$ cat src/rtl/imm_gen_pkg.sv
// Shared types and opcode constants for the registered immediate generator.
package imm_gen_pkg;

  typedef enum logic [2:0] {
    IMM_NONE = 3'd0,
    IMM_I    = 3'd1,
    IMM_S    = 3'd2,
    IMM_B    = 3'd3,
    IMM_U    = 3'd4,
    IMM_J    = 3'd5,
    IMM_Z    = 3'd6
  } imm_type_e;

  typedef enum logic [1:0] {
    OCC_EMPTY = 2'd0,
    OCC_ONE   = 2'd1,
    OCC_TWO   = 2'd2
  } occ_state_e;

  localparam logic [6:0] OPC_OP      = 7'b0110011;
  localparam logic [6:0] OPC_LOAD    = 7'b0000011;
  localparam logic [6:0] OPC_OPIMM   = 7'b0010011;
  localparam logic [6:0] OPC_OPIMM32 = 7'b0011011;
  localparam logic [6:0] OPC_STORE   = 7'b0100011;
  localparam logic [6:0] OPC_BRANCH  = 7'b1100011;
  localparam logic [6:0] OPC_JAL     = 7'b1101111;
  localparam logic [6:0] OPC_JALR    = 7'b1100111;
  localparam logic [6:0] OPC_LUI     = 7'b0110111;
  localparam logic [6:0] OPC_AUIPC   = 7'b0010111;
  localparam logic [6:0] OPC_SYSTEM  = 7'b1110011;
  localparam logic [6:0] OPC_MISCMEM = 7'b0001111;

endpackage

$ cat src/rtl/imm_decode.sv
// Combinational immediate decode: extracts, extends and classifies the immediate
// of one instruction and forms the PC-relative target.
module imm_decode
  import imm_gen_pkg::*;
#(
  parameter int XLEN    = 32,
  parameter bit EN_ZIMM = 1'b1
) (
  input  logic [31:0]     instr,
  input  logic [XLEN-1:0] pc,
  output logic [XLEN-1:0] imm,
  output imm_type_e       imm_type,
  output logic [XLEN-1:0] target,
  output logic            illegal
);

  logic signed [31:0]     imm32;
  logic signed [XLEN-1:0] imm_s;
  logic                   pc_rel;
  logic                   sgn;

  always_comb begin
    imm32    = '0;
    imm_type = IMM_NONE;
    illegal  = 1'b0;
    pc_rel   = 1'b0;
    sgn      = instr[31];
    if (instr[1:0] != 2'b11) begin
      illegal = 1'b1;
    end else begin
      case (instr[6:0])
        OPC_OP: imm_type = IMM_NONE;
        OPC_LOAD, OPC_OPIMM, OPC_JALR, OPC_MISCMEM: begin
          imm_type = IMM_I;
          imm32    = {{20{sgn}}, instr[31:20]};
        end
        OPC_OPIMM32: begin
          if (XLEN == 64) begin
            imm_type = IMM_I;
            imm32    = {{20{sgn}}, instr[31:20]};
          end else begin
            illegal = 1'b1;
          end
        end
        OPC_STORE: begin
          imm_type = IMM_S;
          imm32    = {{20{sgn}}, instr[31:25], instr[11:7]};
        end
        OPC_BRANCH: begin
          imm_type = IMM_B;
          pc_rel   = 1'b1;
          imm32    = {{19{sgn}}, sgn, instr[7], instr[30:25], instr[11:8], 1'b0};
        end
        OPC_JAL: begin
          imm_type = IMM_J;
          pc_rel   = 1'b1;
          imm32    = {{11{sgn}}, sgn, instr[19:12], instr[20], instr[30:21], 1'b0};
        end
        OPC_LUI, OPC_AUIPC: begin
          imm_type = IMM_U;
          pc_rel   = (instr[6:0] == OPC_AUIPC);
          imm32    = {instr[31:12], 12'b0};
        end
        OPC_SYSTEM: begin
          // CSR immediate forms carry an unsigned 5-bit value in the rs1 field
          if (instr[14] && EN_ZIMM) begin
            imm_type = IMM_Z;
            imm32    = {27'b0, instr[19:15]};
          end else begin
            imm_type = IMM_I;
            imm32    = {{20{sgn}}, instr[31:20]};
          end
        end
        default: illegal = 1'b1;
      endcase
    end
  end

  assign imm_s  = XLEN'(imm32);
  assign imm    = imm_s;
  assign target = pc_rel ? (pc + imm_s) : '0;

endmodule

$ cat src/rtl/imm_gen_pipe.sv
// Handshaked immediate generator: decode on accept into a main register backed
// by a one-entry skid register so o_ready depends only on flops.
module imm_gen_pipe
  import imm_gen_pkg::*;
#(
  parameter int XLEN    = 32,
  parameter bit EN_ZIMM = 1'b1
) (
  input  logic            i_clk,
  input  logic            i_rst_n,
  input  logic            i_flush,
  input  logic            i_valid,
  output logic            o_ready,
  input  logic [31:0]     i_instr,
  input  logic [XLEN-1:0] i_pc,
  output logic            o_valid,
  input  logic            i_ready,
  output logic [XLEN-1:0] o_imm,
  output logic [2:0]      o_imm_type,
  output logic [XLEN-1:0] o_pc_target,
  output logic            o_illegal
);

  typedef struct packed {
    logic [XLEN-1:0] imm;
    imm_type_e       typ;
    logic [XLEN-1:0] target;
    logic            illegal;
  } entry_t;

  occ_state_e state_q, state_d;
  entry_t     main_q, main_d;
  entry_t     skid_q, skid_d;
  entry_t     dec;
  logic       accept, emit;

  imm_decode #(.XLEN(XLEN), .EN_ZIMM(EN_ZIMM)) u_dec (
    .instr    (i_instr),
    .pc       (i_pc),
    .imm      (dec.imm),
    .imm_type (dec.typ),
    .target   (dec.target),
    .illegal  (dec.illegal)
  );

  assign accept = i_valid && o_ready;
  assign emit   = o_valid && i_ready;

  always_ff @(posedge i_clk) begin
    if (!i_rst_n) begin
      state_q <= OCC_EMPTY;
      main_q  <= '0;
      skid_q  <= '0;
    end else begin
      state_q <= state_d;
      main_q  <= main_d;
      skid_q  <= skid_d;
    end
  end

  always_comb begin
    state_d = state_q;
    main_d  = main_q;
    skid_d  = skid_q;
    case (state_q)
      OCC_EMPTY: begin
        if (accept) begin
          state_d = OCC_ONE;
          main_d  = dec;
        end
      end
      OCC_ONE: begin
        if (accept && emit) begin
          main_d = dec;
        end else if (accept) begin
          state_d = OCC_TWO;
          skid_d  = dec;
        end else if (emit) begin
          state_d = OCC_EMPTY;
        end
      end
      OCC_TWO: begin
        if (emit) begin
          state_d = OCC_ONE;
          main_d  = skid_q;
        end
      end
      default: state_d = OCC_EMPTY;
    endcase
    // Flush overrides any accept or emit in the same cycle
    if (i_flush) state_d = OCC_EMPTY;
  end

  always_comb begin
    o_valid     = (state_q != OCC_EMPTY);
    o_ready     = (state_q != OCC_TWO);
    o_imm       = main_q.imm;
    o_imm_type  = main_q.typ;
    o_pc_target = main_q.target;
    o_illegal   = main_q.illegal;
  end

endmodule

$ cat config.mk
export PLATFORM = sky130hd
export DESIGN_NAME = imm_gen_pipe
export DESIGN_NICKNAME = d
export VERILOG_FILES = /design/src/rtl/imm_gen_pkg.sv /design/src/rtl/imm_decode.sv /design/src/rtl/imm_gen_pipe.sv
export SDC_FILE = /design/constraint.sdc
export NUM_CORES = 1
export LEC_CHECK = 0
export BUFFER_PORTS_ARGS = -buffer_cell sky130_fd_sc_hd__buf_2
export CAP_MARGIN = 20
export CORE_MARGIN = 5
export CORE_UTILIZATION = 35
export CTS_BUF_LIST = sky130_fd_sc_hd__clkbuf_2
export DETAILED_ROUTE_END_ITERATION = 8
export GPL_ROUTABILITY_DRIVEN = 0
export HOLD_SLACK_MARGIN = 0.08
export SYNTH_ARGS = -nofsm -noshare
export SYNTH_HDL_FRONTEND = slang
export SYNTH_HIERARCHICAL = 1
export SYNTH_SLANG_ARGS = --single-unit
$ cat constraint.sdc
create_clock -name i_clk -period 4.25 [get_ports i_clk]
set_input_delay 0.2125 -clock i_clk [delete_from_list [all_inputs] [get_ports i_clk]]
set_output_delay 0.2125 -clock i_clk [all_outputs]
set_load 0.005 [all_outputs]
Word-level counts from Yosys, hierarchy flattened

Cells that the tools add are included.

Output and inout port bits: 70
Register bits: 138
Input port bits: 69
Word-level logic and storage cells: 67

Eq/ne operators: 20
Muxes and demuxes: 21
Reduce and logical (&&, ||, !) cells: 14
Add/sub/neg operators: 1
Bitwise operators: 2

Operator list:

| cell                                                            | number |
|---|---|
| 68-bit two-way mux                                              | 3 |
| 68-bit case mux with 3 select lines                             | 1 |
| 32-bit case mux with 6 select lines                             | 1 |
| 32-bit two-way mux                                              | 3 |
| 32-bit adder                                                    | 1 |
| 7-bit == test, second input constant                            | 4 |
| 7-bit by 6-bit == test with 1-bit output, second input constant | 3 |
| 3-bit case mux with 6 select lines                              | 1 |
| 7-bit by 5-bit == test with 1-bit output, second input constant | 2 |
| 2-bit != test, second input constant                            | 6 |
| 11-bit OR reduction                                             | 1 |
| 2-bit two-way mux                                               | 5 |
| 4-bit AND reduction                                             | 2 |
| 7-bit by 2-bit == test with 1-bit output, second input constant | 1 |
| 7-bit by 4-bit == test with 1-bit output, second input constant | 1 |
| 3-bit two-way mux                                               | 2 |
| 2-bit case mux with 3 select lines                              | 1 |
| 2-bit OR reduction                                              | 3 |
| 4-bit OR reduction                                              | 1 |
| 1-bit logical AND                                               | 3 |
| 1-bit two-way mux                                               | 3 |
| 3-bit != test, second input constant                            | 1 |
| 3-bit AND reduction                                             | 1 |
| 3-bit nonzero test                                              | 1 |
| 6 further kinds                                                 | 7 |

Logic depth before layout (Yosys ltp)

Word-level depth: 8
Gate-level depth with buffers: 19
Gate-level depth less buffers: 16

Modules after synthesis

Netlist, hierarchy kept.

By module, submodules not included:

| module       | area each (um^2) | cells an instance | instances | seq. area each (um^2) |
|---|---|---|---|---|
| imm_gen_pipe | 5856.9           | 633               | 1         | 2762.6 |
| imm_decode   | 2428.6           | 370               | 1         | 0.0 |

Least setup slack after synthesis

Ideal clock, no wire load.

Path type: input port to flip-flop
From: input i_instr[5]
To: register main_q, in the netlist o_pc_target[10]
Arrival: 3.469 ns
Library setup time: 0.087 ns
Stages: 16
Required time: 4.163 ns
Slack: 0.695 ns
Cell sequence: and2_1 > a21o_1 > a21oi_1 > o22a_1 > nand2_1 > a221o_1 > fa_1 > a21o_1 > a221o_1 > and2_1 > o21a_1 > a311o_1 > xnor2_1 > nor2_1 > mux2i_1 > a211oi_1

RTL lines:

| element              | line               | source |
|---|---|---|
| start, declared      | imm_gen_pipe.sv:14 | `input logic [31:0] i_instr,` |
| end signal, assigned | imm_gen_pipe.sv:56 | `main_q <= main_d;` |
| end, declared        | imm_gen_pipe.sv:32 | `entry_t main_q, main_d;` |

==> results.txt <==
The launch instance of the worst register-to-register path is state_q[1]. The final wirelength came out at ~27000 um. Of the total synthesized cell area, the portion taken by XOR and XNOR cells is 0.0264.

The first global-routing pass estimated between 40000 and 50000 um of wire. CTS saw 138 sinks. Yosys attributes the largest share of cell area to sky130_fd_sc_hd__dfxtp_1 33%, sky130_fd_sc_hd__a211oi_1 11%, sky130_fd_sc_hd__mux2i_1 8.5%. The net switching power figure came out at about 0.00085 W.

Pin placement for this block handled roughly 140 I/O pins. The cell count after placement came out at 1397. For this configuration, the core starts out at a cell density of 0.354.

The die covers about 0.027 mm^2. The area fraction of the dominant cell type after synthesis came out at 0.333. In this run the mean area of a mapped cell was ~8.3 um^2. The number of iterations in the first detailed-routing pass came out at 5. The worst slew margin relative to its limit came out at 0.310. The cell area after technology mapping came out at approximately 0.0083 mm^2. The worst hold margin came out at roughly 170 ps.

The power per standard cell area came out at 280 mW/mm^2. The arrival time reported for the critical path endpoint came out at roughly 4700 ps. The post-synthesis share of cell area spent on and, or, nand and nor gates came out at 0.159. The post-synthesis compound-gate area fraction came out at 0.293.

The placed wire-length estimate after detailed placement is around 19000 um. Of all nets on the critical path, the largest fanout is 4. The largest total area in the synthesized netlist belongs to sky130_fd_sc_hd__dfxtp_1.

The synthesized-area fraction occupied by adder cells is 0.0492. The kind of launch point of the worst setup path is a primary input. The wire length per cell after detailed routing is 18.1 um. The global-route track usage on met2 came out at 0.301. The final total negative setup slack is 0 ps.

The reg-to-reg critical path endpoint is skid_q[64]. For met1 alone, demand over resource in global routing was 0.271. The slew at the pin closest to its max-slew limit is about 1000 ps. The cell internal power dissipation is 0.00195 W. Setup repair after global routing left no endpoint under its margin. The delay of the slowest critical-path stage is slightly below 600 ps.

The leakage dissipation is between 4 and 5 nW. The run finished with clean final reports. The H-tree was split into 4 levels. The maximum resistive drop on vdd came out at between 0.15 and 0.2 mV. The minimum setup slack among reg-to-reg paths came out at 1760 ps. TritonCTS built the clock tree.

Yosys mapped a number of flops with a built-in enable equal to 0. The tree is rooted in a sky130_fd_sc_hd__clkbuf_2. STA puts the critical path data required time at just under 5000 ps.

The number of antenna violations at the first check in global routing came out at 1. The number of nets in the synthesized netlist is 1104. Measured against the total synthesized area, the mux share comes to 0.0859. The total number of cells along the worst setup path is 18. The fmax came out at about 250 MHz. The critical path is of the primary input to flop type. The number of global-route vias before repair is approximately 7600.

The number of warnings issued by yosys came out at 6. The total power consumption of the routed design came out at between 0.002 and 0.003 W. The final period demand of the worst path is 4050 ps. The number of cells on the worst reg-to-reg path is 5.

The share of power burned in the clock network came out at 0.336. The global routing met3 resource utilization is 0.0424. The via count of the routed design came out at 8066. The kind of end point of the critical path is a flop. The clock transition at the registers of the reported paths came out at 200 ps. The largest delay contributor family on the critical path is compound AO/OA/AOI/OAI gates.

The share of the yosys chip area belonging to registers is 0.333. The vertical die dimension came out at 164 um. The max-cap check violation count is 0.

Together, buffers and inverters on the worst path number 3. The first-iteration detailed-routing DRC count came out at 620. The final layout net count is between 1000 and 1500.

The via density per instance came out at approximately 5.5. The pin count of the biggest net entering global routing came out at 70. The maximum count of clock buffers along a single path came out at 2.

The number of cells produced by synthesis came out at around 1000. The count of cells in the finished layout, fillers not included, comes to 1477. The TritonCTS buffer count came out at 17. The count of input and output buffers is ~140.

The most congested layer reported by global routing is met2. The most used flip-flop cell after synthesis is sky130_fd_sc_hd__dfxtp_1. The path class of the tightest hold or removal check is primary input to flop. The final setup skew came out at between 20 and 30 ps. The area added between synthesis and finish is 20.5%.

On the critical path, the stage with the largest delay is an instance of sky130_fd_sc_hd__dlygate4sd3_1. The final max-slew violation count was 0. The relative contribution of combinational cells to total power is 0.176. The horizontal die dimension came out at ~160 um.

By area, the combinational part of the netlist is dominated by compound AO/OA/AOI/OAI gates. Clock latency on the worst-skew pair, taken at its later pin, is between 700 and 800 ps. The share of layout cells above drive strength 1 came out at 0.207.

The share of flip-flops with an asynchronous set or reset is 0. The flip-flop and latch count after synthesis is between 100 and 150. The hold violation count in the final report is 0.

The number of remaining DRC errors came out at 0. At the end of the flow the core is filled with cells to 0.427. In this run the worst setup path terminates at skid_q[31]. The most critical setup path has its startpoint at i_instr[4]. The number of distinct library cells after synthesis is 67.

In the global route stage, overall resource usage came out at 0.194. The count of standard-cell rows is 56. The aggregate global routing overflow is 0. The number of inserted filler cells in the final layout is between 2000 and 2500. The fraction of power spent switching nets came out at 0.303. The number of nets with antenna violations after routing is 0.

The floorplan step defined a core boundary enclosing between 0.02 and 0.025 mm^2. The number of setup violations in the final report is 0. The final worst-path cycle share came out at 0.954.

The sequential share of power is 0.488. Traced cell by cell, the critical path runs through dlygate4sd3_1 > buf_2 > nor2_1 > a21oi_1 > o22a_1 > nand2_1 > a221o_1 > fa_1 > a21o_1 > a221o_1 > and4_4 > a211o_4 > a31oi_4 > o21ai_2 > mux2i_1 > dlygate4sd3_1 > nand2_1 > a21oi_1.
[state kept, by name, indices dropped and copies added, names as in the netlist]
name         flops
o_imm_type       3
state_q          2
o_pc_target     32
o_imm           32
o_illegal        1
skid_q          68
[per-stage QoR]
stage	setup WS (ps)	area, um^2
after floorplan	695	8290
after global placement	179	9200
after detailed placement	132	9200
after CTS	199	9960
after global routing	18.8	9980
final	196	9980
[power groups by stage]
stage               Clock, W  Combinational, W  Sequential, W
detailed placement         0          0.000457        0.00139
global placement           0          0.000458        0.00139
floorplan                  0          0.000283        0.00139
finish              0.000940          0.000493        0.00136
CTS                 0.000965          0.000491        0.00137
global route         0.00103          0.000537        0.00137
[placed cells by master (no fill, tap or decap), drive strengths merged, types with 10 or more instances in the layout]
master | Yosys | layout
a211oi | 137 | 137
a21o | 32 | 32
a21oi | 106 | 106
and2 | 12 | 12
buf | 34 | 159
clkbuf | 50 | 17
dfxtp | 138 | 138
dlygate4sd3 | 0 | 47
ha | 31 | 31
inv | 16 | 22
mux2i | 70 | 70
nand2 | 169 | 169
nand4 | 12 | 12
nor2 | 50 | 50
nor2b | 10 | 10
o21ai | 21 | 21
xnor2 | 12 | 12
xor2 | 13 | 13
[cell usage after synthesis, drive strengths merged, types with 10 or more instances]
| library cell | number |
|---|---|
| nor2 | 50 |
| nand4 | 12 |
| xor2 | 13 |
| ha | 31 |
| mux2i | 70 |
| nor2b | 10 |
| inv | 16 |
| buf | 34 |
| and2 | 12 |
| dfxtp | 138 |
| xnor2 | 12 |
| a21oi | 106 |
| a21o | 32 |
| a211oi | 137 |
| o21ai | 21 |
| nand2 | 169 |
| clkbuf | 50 |
[layer usage]
metal | vias to the layer above | part of all wire | wire length [um]
met5 | - | 0 | 0
met4 | 0 | 0.020 | 540
met3 | 29 | 0.064 | 1700
met2 | 255 | 0.45 | 12100
met1 | 3849 | 0.46 | 12400
li1 | 3933 | - | -
[area by class of cell]
cell class | instances | area, um^2 | area share
Multi-Input combinational cell | 765 | 5140 | 0.515
Sequential cell | 138 | 2760 | 0.277
Timing Repair Buffer | 206 | 1320 | 0.132
Tap cell | 319 | 399 | 0.0400
Clock inverter | 15 | 210 | 0.0211
Clock buffer | 17 | 85.1 | 0.00852
Inverter | 16 | 62.6 | 0.00627
Antenna cell | 1 | 2.50 | 0.000251
[worst min-delay path by stage]
stage | start | endpoint | slack (ps) | cells after the start
floorplan | i_rst_n | state_q[0] | 370 | 2
global placement | skid_q[21] | skid_q[21] | 440 | 2
detailed placement | skid_q[47] | skid_q[47] | 450 | 2
CTS | i_pc[28] | skid_q[29] | 90 | 6
global route | i_pc[14] | skid_q[15] | 90 | 6
finish | i_pc[28] | skid_q[29] | 170 | 6
[cells by family (layout without fill, tap and decap cells)]
logic type | count (synthesis) | after routing
multiplexers | 71 | 71
AND/OR/NAND/NOR | 295 | 295
XOR/XNOR | 25 | 25
other | 0 | 1
flip-flops | 138 | 138
adder cells (fa/ha/maj) | 32 | 32
AO/OA/AOI/OAI | 342 | 342
buffers and inverters | 100 | 254
[worst reg2reg max path, stage by stage (launching register included)]
cell	delay, ps
sky130_fd_sc_hd__dfxtp_1	620
sky130_fd_sc_hd__nand4bb_2	440
sky130_fd_sc_hd__buf_4	590
sky130_fd_sc_hd__nand2_1	140
sky130_fd_sc_hd__a21oi_1	150
sky130_fd_sc_hd__dlygate4sd3_1	550
[what timing repair did]
action / 4_1_cts / 5_1_grt
endpoints found under the setup margin: 0 / 3
hold buffers: 47 / 0
buffers inserted: 0 / 0
resized for setup: 0 / 5
hold endpoints to repair: 95 / 0
Note: power is estimated with default switching activity, not from simulation.
